[src/rtl/sn_pkg.sv]
// rtl/sn_pkg.sv - shared types and constants for the stochastic bitstream decoder
//   Holds the decoder FSM state enum, the default smallest-window exponent,
//   the result width and the bipolar offset.
package sn_pkg;

  typedef enum logic [1:0] {
    ST_IDLE  = 2'd0,
    ST_ACCUM = 2'd1,
    ST_DONE  = 2'd2
  } sn_state_t;

  localparam int SN_WIN_BASE_LOG2_DEFAULT = 4;
  localparam int SN_RESULT_W              = 8;
  localparam int SN_BIPOLAR_OFFSET        = 128;

endpackage

[src/rtl/sn_window_scaler.sv]
// rtl/sn_window_scaler.sv - combinational scale, offset and clip of a ones count
//   k          : ones count for the completed window (K <= N)
//   window_sel : selects N = 2^(WIN_BASE_LOG2 + window_sel)
//   bipolar    : 0 = unsigned result, 1 = two's complement result
//   value      : K * 2^(8 - log2 N), minus 128 when bipolar, clipped
//   sat        : high when value was clipped (only K = N reaches 256)
module sn_window_scaler
  import sn_pkg::*;
#(
  parameter int WIN_BASE_LOG2 = SN_WIN_BASE_LOG2_DEFAULT,
  parameter int CNT_W         = WIN_BASE_LOG2 + 4
) (
  input  logic [CNT_W-1:0]       k,
  input  logic [1:0]             window_sel,
  input  logic                   bipolar,
  output logic [SN_RESULT_W-1:0] value,
  output logic                   sat
);

  localparam int SCALED_W = CNT_W + SN_RESULT_W;

  logic [3:0]          log2_n;
  logic [3:0]          shift;
  logic [SCALED_W-1:0] scaled;

  always_comb begin
    value  = '0;
    sat    = 1'b0;
    log2_n = 4'(WIN_BASE_LOG2) + {2'b00, window_sel};
    // log2 N never exceeds 8 for legal WIN_BASE_LOG2, so the shift is non-negative.
    shift  = 4'(SN_RESULT_W) - log2_n;
    scaled = SCALED_W'(k) << shift;
    if (scaled > SCALED_W'(2 ** SN_RESULT_W - 1)) begin
      sat   = 1'b1;
      value = bipolar ? SN_RESULT_W'(2 ** (SN_RESULT_W - 1) - 1)
                      : SN_RESULT_W'(2 ** SN_RESULT_W - 1);
    end else if (bipolar) begin
      value = scaled[SN_RESULT_W-1:0] - SN_RESULT_W'(SN_BIPOLAR_OFFSET);
    end else begin
      value = scaled[SN_RESULT_W-1:0];
    end
  end

endmodule

[src/rtl/sn_stream_decoder.sv]
// rtl/sn_stream_decoder.sv - windowed decoder turning a stochastic bitstream into a value
//   clk          : rising-edge clock
//   rst_n        : asynchronous reset, active high
//   start        : begin one decode window (sampled in IDLE and DONE)
//   clear        : synchronous abort to IDLE, highest priority
//   window_sel   : N = 2^(WIN_BASE_LOG2 + window_sel), latched at start
//   bipolar      : 0 = unipolar, 1 = bipolar, latched at start
//   sn_in        : stream bit, qualified by sn_valid
//   sn_valid     : bit qualifier
//   busy         : high while accumulating
//   result       : last decoded value, held until the next completion
//   result_valid : one-cycle pulse in the DONE cycle
//   saturated    : last result was clipped
//   Macro SN_DECODER_CONTINUOUS_EN: DONE always re-enters ACCUM with the latched config.
module sn_stream_decoder
  import sn_pkg::*;
#(
  parameter int WIN_BASE_LOG2 = SN_WIN_BASE_LOG2_DEFAULT
) (
  input  logic                   clk,
  input  logic                   rst_n,
  input  logic                   start,
  input  logic                   clear,
  input  logic [1:0]             window_sel,
  input  logic                   bipolar,
  input  logic                   sn_in,
  input  logic                   sn_valid,
  output logic                   busy,
  output logic [SN_RESULT_W-1:0] result,
  output logic                   result_valid,
  output logic                   saturated
);

  // Largest N is 2^(WIN_BASE_LOG2+3); holding K = N needs one more bit.
  localparam int CNT_W = WIN_BASE_LOG2 + 4;

  sn_state_t             state, state_next;
  logic [CNT_W-1:0]      bit_cnt, bit_cnt_next, bit_cnt_inc;
  logic [CNT_W-1:0]      k_cnt, k_cnt_next, k_acc;
  logic [CNT_W-1:0]      n_target;
  logic [3:0]            log2_n;
  logic [1:0]            win_sel_q;
  logic                  bipolar_q;
  logic                  cfg_load;
  logic                  res_load;
  logic [SN_RESULT_W-1:0] scaled_value;
  logic                  scaled_sat;

  assign log2_n      = 4'(WIN_BASE_LOG2) + {2'b00, win_sel_q};
  assign n_target    = CNT_W'(1) << log2_n;
  assign bit_cnt_inc = bit_cnt + CNT_W'(1);
  // The scaler sees the count including the bit accepted this cycle, so the
  // result can be registered on the same edge that enters DONE.
  assign k_acc       = k_cnt + CNT_W'(sn_in);

  sn_window_scaler #(
    .WIN_BASE_LOG2 (WIN_BASE_LOG2),
    .CNT_W         (CNT_W)
  ) u_scaler (
    .k          (k_acc),
    .window_sel (win_sel_q),
    .bipolar    (bipolar_q),
    .value      (scaled_value),
    .sat        (scaled_sat)
  );

  always_comb begin
    state_next   = state;
    bit_cnt_next = bit_cnt;
    k_cnt_next   = k_cnt;
    cfg_load     = 1'b0;
    res_load     = 1'b0;
    case (state)
      ST_IDLE: begin
        if (start) begin
          state_next   = ST_ACCUM;
          cfg_load     = 1'b1;
          bit_cnt_next = '0;
          k_cnt_next   = '0;
        end
      end
      ST_ACCUM: begin
        if (sn_valid) begin
          bit_cnt_next = bit_cnt_inc;
          k_cnt_next   = k_acc;
          if (bit_cnt_inc == n_target) begin
            state_next = ST_DONE;
            res_load   = 1'b1;
          end
        end
      end
      ST_DONE: begin
        bit_cnt_next = '0;
        k_cnt_next   = '0;
`ifdef SN_DECODER_CONTINUOUS_EN
        state_next   = ST_ACCUM;
`else
        if (start) begin
          state_next = ST_ACCUM;
          cfg_load   = 1'b1;
        end else begin
          state_next = ST_IDLE;
        end
`endif
      end
      default: begin
        state_next   = ST_IDLE;
        bit_cnt_next = '0;
        k_cnt_next   = '0;
      end
    endcase
    // clear overrides start and window completion alike.
    if (clear) begin
      state_next   = ST_IDLE;
      bit_cnt_next = '0;
      k_cnt_next   = '0;
      cfg_load     = 1'b0;
      res_load     = 1'b0;
    end
  end

  always_ff @(posedge clk or posedge rst_n) begin
    if (rst_n) begin
      state     <= ST_IDLE;
      bit_cnt   <= '0;
      k_cnt     <= '0;
      win_sel_q <= '0;
      bipolar_q <= 1'b0;
      result    <= '0;
      saturated <= 1'b0;
    end else begin
      state   <= state_next;
      bit_cnt <= bit_cnt_next;
      k_cnt   <= k_cnt_next;
      if (cfg_load) begin
        win_sel_q <= window_sel;
        bipolar_q <= bipolar;
      end
      if (res_load) begin
        result    <= scaled_value;
        saturated <= scaled_sat;
      end
    end
  end

  assign busy         = (state == ST_ACCUM);
  assign result_valid = (state == ST_DONE);

endmodule

[config.mk]
export PLATFORM = sky130hd
export DESIGN_NAME = sn_stream_decoder
export DESIGN_NICKNAME = d
export VERILOG_FILES = /design/src/rtl/sn_pkg.sv /design/src/rtl/sn_window_scaler.sv /design/src/rtl/sn_stream_decoder.sv
export SDC_FILE = /design/constraint.sdc
export NUM_CORES = 1
export LEC_CHECK = 0
export ABC_CLOCK_PERIOD_IN_PS = 3400
export CAP_MARGIN = 40
export CORE_MARGIN = 8
export CORE_UTILIZATION = 40
export DETAILED_ROUTE_END_ITERATION = 7
export PLACE_DENSITY = 0.67
export SLEW_MARGIN = 10
export SYNTH_ARGS = -nofsm -noshare
export SYNTH_HDL_FRONTEND = slang
export SYNTH_HIERARCHICAL = 1
export SYNTH_SLANG_ARGS = --single-unit
export TNS_END_PERCENT = 5
[constraint.sdc]
create_clock -name clk -period 3.4 [get_ports clk]
set_input_delay 0.85 -clock clk [delete_from_list [all_inputs] [get_ports clk]]
set_output_delay 0.85 -clock clk [all_outputs]
set_load 0.01 [all_outputs]
==> summary.txt, run 1 <==
Post-Syn Nets = 212
top-count cell post-synth = dfrtp_1
synth top area cells = dfrtp_1 (39%), mux2_2 (7.1%), o21ai_0 (3.9%)
Pre-antenna DRT Iters = 4
Power per Cell Area = 395 mW/mm^2
Final Core Density = 49.1%
CP max FO = 5
Final period util = 95.6%
Total GRT Usage = 12.6%
async set-or-reset flop fraction in the synthesized netlist = 100%
Yosys reg bits = 30
Worst Path Required = 3.56 ns
H-tree depth = 2
fill cell count = 421
Register Area = 751 um^2
Worst Skew = 0.00459 ns
post_cts resized = 0
outcome = complete, no violations
Worst Slack Setup Final = 0.149 ns
max-slew violation count = 0
Seq/Total Area, Yosys = 39.4%
final instance area = 0.00229 mm^2
vias in the first global route = 1538
Met3 Routed Length = 236 um
share of cells above drive strength 1 = 16.3%
post-DR wirelength/cell = 14.8 um
DRC = 0
pre-CTS WS = -0.136 ns
CP Capture Type = register
routed metal-1 wirelength = 2200 um
Syn Inst Count = 198
Clock Path Buffers = 2
HP Class = reg2reg
first-pass GRT wire length = 7270 um
DR WL met2 = 1660 um
EDFF count, synth = 0
critical path arrival = 3.42 ns
worst slew pin tran = 0.769 ns
hpwl dp = 2950 um
area delta synth->final = 20.2%
TritonCTS sink count = 30
Post-synth top cells = dfrtp_1 (30), nand2_1 (19), o21ai_0 (15)
Post-DRT Antenna Nets = 0
LEAKAGE = 1.06 nW
critical path startpoint category = input pin
peak supply drop = 194 uV
Iter 0 DRT Violations = 88
initial antenna violation count = 0
Yosys top cell by area = dfrtp_1
post-route minimum period = 3.25 ns
area share of the largest cell type after synthesis = 39.4%
I/O Buffers = 19
number of max-cap violations = 0
Antenna diodes = 0
Final GP Congestion = 0.801
# rows = 25
crit path kind = in2reg
die height = 85.0 um
Die Area = 0.00723 mm^2
Synth cell types = 48
largest net degree at the start of global routing = 31
Clock Latency Late Sink = 0.28 ns
clock tree from TritonCTS = yes
Post-CTS Setup Bufs = 0
Multi-input gate area = 0.00109 mm^2
endpoints failing setup = 0
fmax = 308 MHz
RSZ-0062 raised after global routing = no
CORE AREA = 0.00466 mm^2
setup_tns = 0 ns
Via-to-Cell Ratio = 5.51
Worst-path clk slew = 0.06 ns
via count = 1548
Top Metal Used = met4
# IOs = 20
Final nets = 241
synthesized area = 0.00191 mm^2
ys flop type = dfrtp_1
hold-fix buffers at CTS = 0
grt total ovfl = 0
final WL = 4170 um
Syn. warnings = 6
TritonCTS buffer count = 5
Max transition margin = 48.6%
Die X = 85.0 um
Clock Root Buffer = clkbuf_8
starting density of the core = 40.9%
Syn Area/Cell = 9.62 um^2
dpl cell area = 0.00220 mm^2
final hold violation count = 0
[worst max-delay path: stages]
cell             delay (ns)
clkdlybuf4s50_1        0.46
ha_1                   0.20
ha_1                   0.18
nand3_1                0.12
nor2_1                 0.15
xor2_1                 0.09
or4_1                  0.59
a21oi_4                0.20
nor4b_2                0.22
o21ai_1                0.10
mux2_2                 0.26
[placed cells by master (no fill, tap or decap), drive strengths merged, types with 8 or more instances in the layout]
cell | Yosys | routed
o21ai | 22 | 22
nand2 | 19 | 19
a22o | 8 | 8
mux2 | 12 | 12
buf | 4 | 11
nand3 | 8 | 8
dfrtp | 30 | 30
clkdlybuf4s50 | 0 | 19
nor2 | 10 | 10
[stage by stage]
stage	total power (W)	hold WS, ns	instances
after global routing	0.000970	0.524	281
after floorplan	0.000575	0.470	198
after CTS	0.000907	0.510	281
after global placement	0.000630	0.491	274
final	0.000904	0.504	281
after detailed placement	0.000632	0.497	274
[area by class of cell]
class	count	share of cell area (%)
clock buffer	7	3.33
inverter	8	1.31
multi-input combinational	152	47.7
sequential	30	32.8
tap	54	2.95
timing repair buffer	30	11.9
[registers in the layout (all words and copies together) (netlist names)]
register / cells
bipolar_q: 1
bit_cnt: 8
k_cnt: 8
result: 8
saturated: 1
state: 2
win_sel_q: 2
[where the power goes]
part / total (W) / switching (W) / internal [W]
combinational: 0.000259 / 0.000141 / 0.000117
clock: 0.000266 / 0.000125 / 0.000141
sequential: 0.000380 / 0.0000120 / 0.000368
[layer usage]
layer,global-route usage [%],vias to the layer above
li1,-,781
met1,17.2,733
met2,16.4,27
met3,5.31,7
met4,5.50,0
met5,0,-
[worst paths after layout]
check / startpoint / end / slack (ns) / cells after the start
setup / recovery: sn_in / result[6] / 0.15 / 11
max in group asynchronous: rst_n / result[6] / 2.17 / 3
hold / removal: result[4] / result[4] / 0.50 / 1
min in group asynchronous: rst_n / bit_cnt[5] / 0.95 / 3
hold reg to reg: result[4] / result[4] / 0.50 / 1
setup reg to reg: bit_cnt[0] / result[2] / 0.59 / 7
[cell families (layout without fill, tap and decap cells)]
kind of cell / count (synthesis) / count (layout) / share of synthesized area (%)
AOI/OAI and AO/OA: 52 / 52 / 18.3
adders and majority gates: 5 / 5 / 3.28
buffers and inverters: 16 / 45 / 3.87
muxes: 18 / 18 / 11.1
DFF: 30 / 30 / 39.4
and+or+nand+nor: 65 / 65 / 18.6
xor gates and xnor gates: 12 / 12 / 5.52
Note: power is estimated with default switching activity, not from simulation.
==> run 2: changes to the inputs <==
--- a/config.mk
+++ b/config.mk
@@ -7,6 +7,7 @@
 export LEC_CHECK = 0
 export ABC_CLOCK_PERIOD_IN_PS = 3400
 export CAP_MARGIN = 40
+export CORE_ASPECT_RATIO = 2
 export CORE_MARGIN = 8
 export CORE_UTILIZATION = 40
 export DETAILED_ROUTE_END_ITERATION = 7
==> run 2 against run 1 <==
Utilization up 1.3 points; fmax up 0.24%; highest routed layer unchanged; final cell count up 1.4%; largest cell class unchanged; sequential cell count unchanged; clock skew up 0.0041 ns; die area up 1.9%; first-iteration DRC count down 49%; wire length up 12%; combinational power up 4%; register-to-register slack worse by 0.06 ns; critical path depth down 1; clock power up 11%.
==> summary.txt, run 2 (same netlist as run 1, synthesis figures left out) <==
outcome = complete, no violations
Worst Skew = 0.00871 ns (+0.00412 ns)
endpoints failing setup = 0 (unchanged)
TritonCTS buffer count = 5 (unchanged)
# rows = 35 (+40%)
H-tree depth = 2 (unchanged)
starting density of the core = 41.4% (+0.56 points)
clock tree from TritonCTS = yes
Final nets = 243 (+0.83%)
Iter 0 DRT Violations = 45 (-49%)
HP Class = reg2reg
# IOs = 20 (unchanged)
Worst Path Required = 3.57 ns (about the same)
critical path arrival = 3.41 ns (about the same)
M1 GR Usage = 13.8% (-3.4 points)
Die X = 64.8 um (-24%)
Hold Crit Endpoint = result[5]
GRT met3 Usage = 3.14% (-2.2 points)
CP max FO = 5 (unchanged)
hold-fix buffers at CTS = 0 (unchanged)
Die Area = 0.00736 mm^2 (+1.9%)
Finished Layout Cells = 285 (+1.4%)
reg2reg path depth = 7 (unchanged)
number of max-cap violations = 0 (unchanged)
crit path kind = in2reg
GR Util met2 = 26.3% (+9.9 points)
gr busiest metal = met2
fill cell count = 451 (+7.1%)
peak supply drop = 359 uV (+85%)
hpwl dp = 3520 um (+19%)
Via-to-Cell Ratio = 5.58 (+1.2%)
post_cts resized = 0 (unchanged)
die height = 114 um (+34%)
worst slew pin tran = 0.573 ns (-0.196 ns)
Antenna diodes = 0 (unchanged)
RSZ-0062 raised after global routing = no
I/O Buffers = 19 (unchanged)
Clock Root Buffer = clkbuf_8
area delta synth->final = 21.8%
Final period util = 95.4% (-0.23 points)
post-DR wirelength/cell = 16.4 um (+11%)
CP Capture Type = register
Worst Hold Depth = 1 (unchanged)
fmax = 308 MHz (+0.24%)
reg2reg setup slack = 0.53 ns (-0.06 ns)
first-pass GRT wire length = 8150 um (+12%)
max-slew violation count = 0 (unchanged)
post-route minimum period = 3.24 ns (-0.00790 ns)
Pre-antenna DRT Iters = 4 (unchanged)
cell total after placement = 277 (+1.1%)
Max transition margin = 61.7% (+13 points)
Crit Reg-Reg Endpoint = result[6]
Final GP Congestion = 0.902 (+13%)
Clock Latency Late Sink = 0.28 ns (about the same)
final WL = 4670 um (+12%)
LEAKAGE = 1.08 nW (+1.9%)
Post-DRT Antenna Nets = 0 (unchanged)
initial antenna violation count = 0 (unchanged)
most frequent cells in the layout = dfrtp_1 (30), nand2_1 (19), clkdlybuf4s50_1 (19)
vias in the first global route = 1671 (+8.6%)
Register Area = 751 um^2 (unchanged)
Hold Crit Start = result[5]
Power per Cell Area = 407 mW/mm^2 (+3.2%)
via count = 1589 (+2.6%)
Total GRT Usage = 14.0% (+1.4 points)
CORE AREA = 0.00460 mm^2 (-1.3%)
Clock Path Buffers = 2 (unchanged)
critical path startpoint category = input pin
largest net degree at the start of global routing = 31 (unchanged)
TritonCTS sink count = 30 (unchanged)
grt total ovfl = 0 (unchanged)
final hold violation count = 0 (unchanged)
Post-CTS Setup Bufs = 0 (unchanged)
Power Total = 0.000946 W (+4.6%)
most common cell after layout, fill and taps aside = dfrtp_1
DRC = 0 (unchanged)
RR Startpoint = win_sel_q[0]
Worst-path clk slew = 0.06 ns (about the same)
Multi-input gate area = 0.00109 mm^2 (unchanged)
share of cells above drive strength 1 = 17.8% (+1.5 points)
Largest regs = bit_cnt x8, k_cnt x8, result x8
==> run 2: how the worst max path moves through the flow <==
stage                from         to  slack [ns]
floorplan           sn_in  result[6]        0.41
global placement    sn_in  result[6]       -0.09
detailed placement  sn_in  result[6]       -0.16
CTS                 sn_in  result[6]        0.14
global route        sn_in  result[6]        0.02
finish              sn_in  result[6]        0.16
==> run 2: worst max-delay path, stage by stage <==
cell and delay, ns:
clkdlybuf4s50_1 0.46, ha_1 0.19, ha_1 0.18, nand3_1 0.12
xnor2_1 0.19, or4b_1 0.63, a21oi_4 0.23, nor4b_2 0.22
o21ai_1 0.10, mux2_2 0.26
==> run 2: per-layer routing <==
metal	part of all wire, %	vias to the layer above	wire, um
met5	0	-	0
met4	1.7	0	78
met3	3.2	6	149
met2	58	26	2690
met1	38	771	1750
li1	-	786	-
==> run 2: cell type report <==
| type | count | share of cell area [%] |
|---|---|---|
| flip-flops and latches | 30 | 32.3 |
| repair buffers | 32 | 12.4 |
| well taps | 55 | 2.96 |
| clock buffers | 7 | 3.72 |
| multi-input cells | 152 | 47.1 |
| clock inverters | 1 | 0.216 |
| inverters | 8 | 1.29 |
==> run 2: stage by stage <==
| stage | util, % | setup TNS, ns | cell area [um^2] | hold WS [ns] | setup WS (ns) |
|---|---|---|---|---|---|
| after floorplan | - | 0 | 1910 | 0.470 | 0.408 |
| final | 50.5 | 0 | 2320 | 0.507 | 0.157 |
| after CTS | 50.2 | 0 | 2310 | 0.510 | 0.139 |
| after detailed placement | 48.2 | -0.901 | 2220 | 0.496 | -0.160 |
| after global placement | 48.2 | -0.335 | 2220 | 0.488 | -0.0908 |
| after global routing | 50.5 | 0 | 2320 | 0.519 | 0.0250 |
==> run 2: report_power, final <==
part	switching (W)	leakage, nW	internal [W]
clock network	0.000133	0.0482	0.000163
logic	0.000151	0.620	0.000118
registers	0.0000136	0.411	0.000367
==> run 3: changes to the inputs <==
--- a/config.mk
+++ b/config.mk
@@ -7,9 +7,9 @@
 export LEC_CHECK = 0
 export ABC_CLOCK_PERIOD_IN_PS = 3400
 export CAP_MARGIN = 40
-export CORE_ASPECT_RATIO = 2
 export CORE_MARGIN = 8
 export CORE_UTILIZATION = 40
+export CTS_CLUSTER_DIAMETER = 60
 export DETAILED_ROUTE_END_ITERATION = 7
 export PLACE_DENSITY = 0.67
 export SLEW_MARGIN = 10
==> results of run 3 <==
No change in the layout: final DEF, timing and power equal those of run 1.
==> RTL change 1 (config.mk and constraints of run 2) <==
Encoding of `sn_state_t`: now one-hot (3 bits for 3 states).
--- a/src/rtl/sn_pkg.sv
+++ b/src/rtl/sn_pkg.sv
@@ -4,8 +4,8 @@
 package sn_pkg;
 
-  typedef enum logic [1:0] {
-    ST_IDLE  = 2'd0,
-    ST_ACCUM = 2'd1,
-    ST_DONE  = 2'd2
+  typedef enum logic [2:0] {
+    ST_IDLE  = 3'b001,
+    ST_ACCUM = 3'b010,
+    ST_DONE  = 3'b100
   } sn_state_t;
 
Formal check against the unedited RTL: same outputs for any inputs over 10 cycles, from zero or initial values and one cycle with rst_n high; not proved beyond that.
==> RTL change 1 against run 2 <==
Count of clock-buffer cells in the layout shrank 1. Non-clock buffer count grew 1. Utilization shrank 0.22 points. Critical path depth grew 1. Cell count grew 4.9%. Total power grew 13%. Sequential cell count grew 1. Maximum frequency grew 0.40%. Cell area grew 4.4%. First-iteration DRC count shrank 16%. Routed wire length shrank 1.9%. Area after synthesis grew 3.4%. Worst setup slack gained 0.013 ns. Highest routed layer unchanged.
==> RTL change 1: results <==
[clock_tree]
clk_latency_ns = 0.28
ctsHoldBuffers = 0
post_cts_buffers = 0

[cells_and_area]
num-nets-final = 255
layout-drive-gt1-share_pct = 17.4
nFillCells = 431
antenna_cells = 0

[pwr]
peakVddDrop_mv = 0.501
p_leak_nw = 1.12
p_int_uw = 747

[place]
dp.cells = 291
hpwlAfterDp_mm = 3.45
gp_congestion = 0.930
dp_slack_ns = -0.139
placed_area_sq_mm = 0.00230

[setup_path]
max_stage_delay_ns = 0.56
cp_top_family = simple AND/OR/NAND/NOR gates
cpMaxStageDelayCell = or4_1
reg2reg_depth = 7
crit_arrival_ns = 3.40

[global_route]
grt_use_total_pct = 13.2
grt_pass1_vias = 1738
grt_max_degree = 32
use_met1_pct = 11.7
grt_pass1_wl_mm = 7.71
grt_util_met3_pct = 3.12
grt_antenna_before_repair = 0
grt.met2_usage_pct = 25.5

[synth]
synth_fp_nets = 222
synth_cell_types = 50
async_reset_ff_share_pct = 100
ys_top_cells_by_count = dfrtp_1, nand2_1, nor2_1
synth_top_cells_by_area = dfrtp_1, mux2_2, a22o_1
ys_seq_area_share_pct = 39.4
synth_warnings = 6
syn_avg_cell_area_sq_um = 9.47

[timing]
clock_skew_ns = 0.00562
tightest_slew_ns = 0.600

[detailed_routing]
wl_met3_microns = 106
drt_iter0_drc = 38
met1_length_mm = 1.70
met2_length_mm = 2.60
wl_per_cell_microns = 15.3
via_per_inst = 5.48
drt-total-wl_mm = 4.58

[status]
status = completed

[die]
start_util_pct = 40.9
RTL change 1: worst paths after layout:
path / start / endpoint / slack [ns]
setup / recovery: sn_in / result[6] / 0.17
hold / removal: result[4] / result[4] / 0.51
setup reg to reg: win_sel_q[0] / result[6] / 0.64
hold reg to reg: result[4] / result[4] / 0.51
max in group asynchronous: rst_n / state[0] / 2.11
min in group asynchronous: rst_n / result[3] / 0.96
RTL change 1: power by group through the flow:
| stage | registers (mW) | clock network, mW | logic (mW) |
|---|---|---|---|
| after floorplan | 0.399 | 0 | 0.225 |
| after global placement | 0.401 | 0 | 0.284 |
| after detailed placement | 0.401 | 0 | 0.287 |
| after CTS | 0.394 | 0.391 | 0.288 |
| after global routing | 0.397 | 0.407 | 0.313 |
| final | 0.395 | 0.382 | 0.289 |
RTL change 1: layout make-up:
| type | count | area, sq um | area share (%) |
|---|---|---|---|
| Sequential cell | 31 | 777 | 32.1 |
| Multi-Input combinational cell | 159 | 1120 | 46.2 |
| Timing Repair Buffer | 33 | 295 | 12.2 |
| Inverter | 11 | 41.3 | 1.70 |
| Clock inverter | 2 | 35.0 | 1.45 |
| Clock buffer | 6 | 82.6 | 3.41 |
| Tap cell | 57 | 71.3 | 2.94 |
RTL change 1: cells by family (layout without fill, tap and decap cells):
| family | count (synthesis) | in the layout | synth area share [%] |
|---|---|---|---|
| flip-flops | 31 | 31 | 39.4 |
| XOR/XNOR | 13 | 13 | 5.78 |
| buffers and inverters | 18 | 52 | 3.75 |
| adder cells (fa/ha/maj) | 5 | 5 | 3.17 |
| multiplexers | 19 | 19 | 11.3 |
| AO/OA/AOI/OAI | 52 | 52 | 17.5 |
| AND/OR/NAND/NOR | 70 | 70 | 19.1 |
==> RTL change 2 (settings of run 2) <==
Made on the original files. Build with the macro `SN_DECODER_CONTINUOUS_EN` defined.
--- a/src/rtl/sn_stream_decoder.sv
+++ b/src/rtl/sn_stream_decoder.sv
@@ -13,4 +13,6 @@
 //   saturated    : last result was clipped
 //   Macro SN_DECODER_CONTINUOUS_EN: DONE always re-enters ACCUM with the latched config.
+`define SN_DECODER_CONTINUOUS_EN
+
 module sn_stream_decoder
   import sn_pkg::*;
Function: no difference found for any inputs over 10 cycles, from zero or initial values and one cycle with rst_n high; that may be too few to reach the edited logic, so the function may still have changed.
==> RTL change 2 against run 2 <==
Combinational power fell by 13%. Synthesized cell count rose by 1.5%. Via count fell by 0.31%. Sequential power fell by 2%. Cell area rose by 0.27%. Clock skew fell by 0.0036 ns. Routed wire length fell by 5.4%. Sequential share of layout area fell by 0.087 points. Non-clock buffer count fell by 1. Total power fell by 3.9%. Maximum frequency fell by 1.3%. Worst setup slack got worse by 0.043 ns. Sequential cell count did not move. Area after synthesis barely moved.
==> RTL change 2: results <==
[global_route]
grt_use_total_pct = 12.9
grt_pass1_wl_mm = 7.62
grt_antenna_before_repair = 0
grt_pass1_vias = 1641

[cells_and_area]
layout-drive-gt1-share_pct = 17.2
final_cells = 287
num-nets-final = 245

[clock_tree]
ctsLongestPathBuffers = 2

[timing]
clock_skew_ns = 0.00509
slew-limit-headroom_pct = 57.0
post-route-period-util_pct = 96.7

[detailed_routing]
drt_iter0_drc = 64
via_per_inst = 5.52
wl_met3_microns = 63
drt-total-wl_mm = 4.42
met1_length_mm = 1.66
met2_length_mm = 2.58

[place]
hpwlAfterDp_mm = 3.29
placed_area_sq_mm = 0.00221
dp_slack_ns = -0.239
gp_congestion = 0.907
dp.cells = 279

[synth]
syn_avg_cell_area_sq_um = 9.47
ys_seq_area_share_pct = 39.4
synth_fp_nets = 215
ys_top_cells_by_count = dfrtp_1, nand2_1, o21ai_0
synth_top_cells_by_area = dfrtp_1, mux2_2, o21ai_0
synth_cell_types = 44

[setup_path]
crit_arrival_ns = 3.45
r2r_setup_slack_ns = 0.69
max_stage_delay_ns = 0.63

[pwr]
p_leak_nw = 1.08
peakVddDrop_mv = 0.288

[status]
status = completed
[RTL change 2: report_power, final]
group / internal, mW / switching, mW
Sequential: 0.366 / 0.00883
Combinational: 0.105 / 0.131
Clock: 0.162 / 0.137
Total: 0.633 / 0.277
[RTL change 2: area by class of cell]
| cell class | count | area (sq um) |
|---|---|---|
| fill | 461 | 2270 |
| tap | 55 | 68.8 |
| sequential | 30 | 751 |
| clock buffer | 6 | 82.6 |
| inverter | 8 | 30.0 |
| multi-input combinational | 155 | 1100 |
| timing repair buffer | 31 | 280 |
| clock inverter | 2 | 12.5 |
[RTL change 2: kinds of logic (layout without fill, tap and decap cells)]
| kind of cell | after synthesis | after routing | synth area share, % |
|---|---|---|---|
| compound gates | 53 | 53 | 18.2 |
| xor+xnor | 12 | 12 | 5.52 |
| fa+ha+maj | 5 | 5 | 3.29 |
| buf+inv | 16 | 47 | 3.74 |
| flops | 30 | 30 | 39.4 |
| mux | 18 | 18 | 11.1 |
| simple gates | 67 | 67 | 18.7 |
[RTL change 2: final timing paths]
path                             from            to  depth (start not counted)
hold / removal              saturated     saturated                          1
setup reg to reg           bit_cnt[0]     result[7]                          7
max in group asynchronous       rst_n    bit_cnt[7]                          3
hold reg to reg             saturated     saturated                          1
min in group asynchronous       rst_n  win_sel_q[1]                          3
setup / recovery                sn_in     result[6]                         10
[RTL change 2: stage by stage]
step | hold WS (ns) | utilization [%] | setup TNS, ns | total power, mW
5_1_grt | 0.530 | 50.6 | -0.120 | 0.964
3_3_place_gp | 0.492 | 48.1 | -1.32 | 0.601
3_5_place_dp | 0.499 | 48.1 | -1.54 | 0.601
2_1_floorplan | 0.470 | - | 0 | 0.548
6_report | 0.510 | 50.6 | 0 | 0.909
4_1_cts | 0.514 | 50.2 | 0 | 0.904
[RTL change 2: metal layers]
layer,global-route usage [%],vias up
li1,-,789
met1,12.9,770
met2,24.3,16
met3,2.16,9
met4,6.60,0
met5,0,-
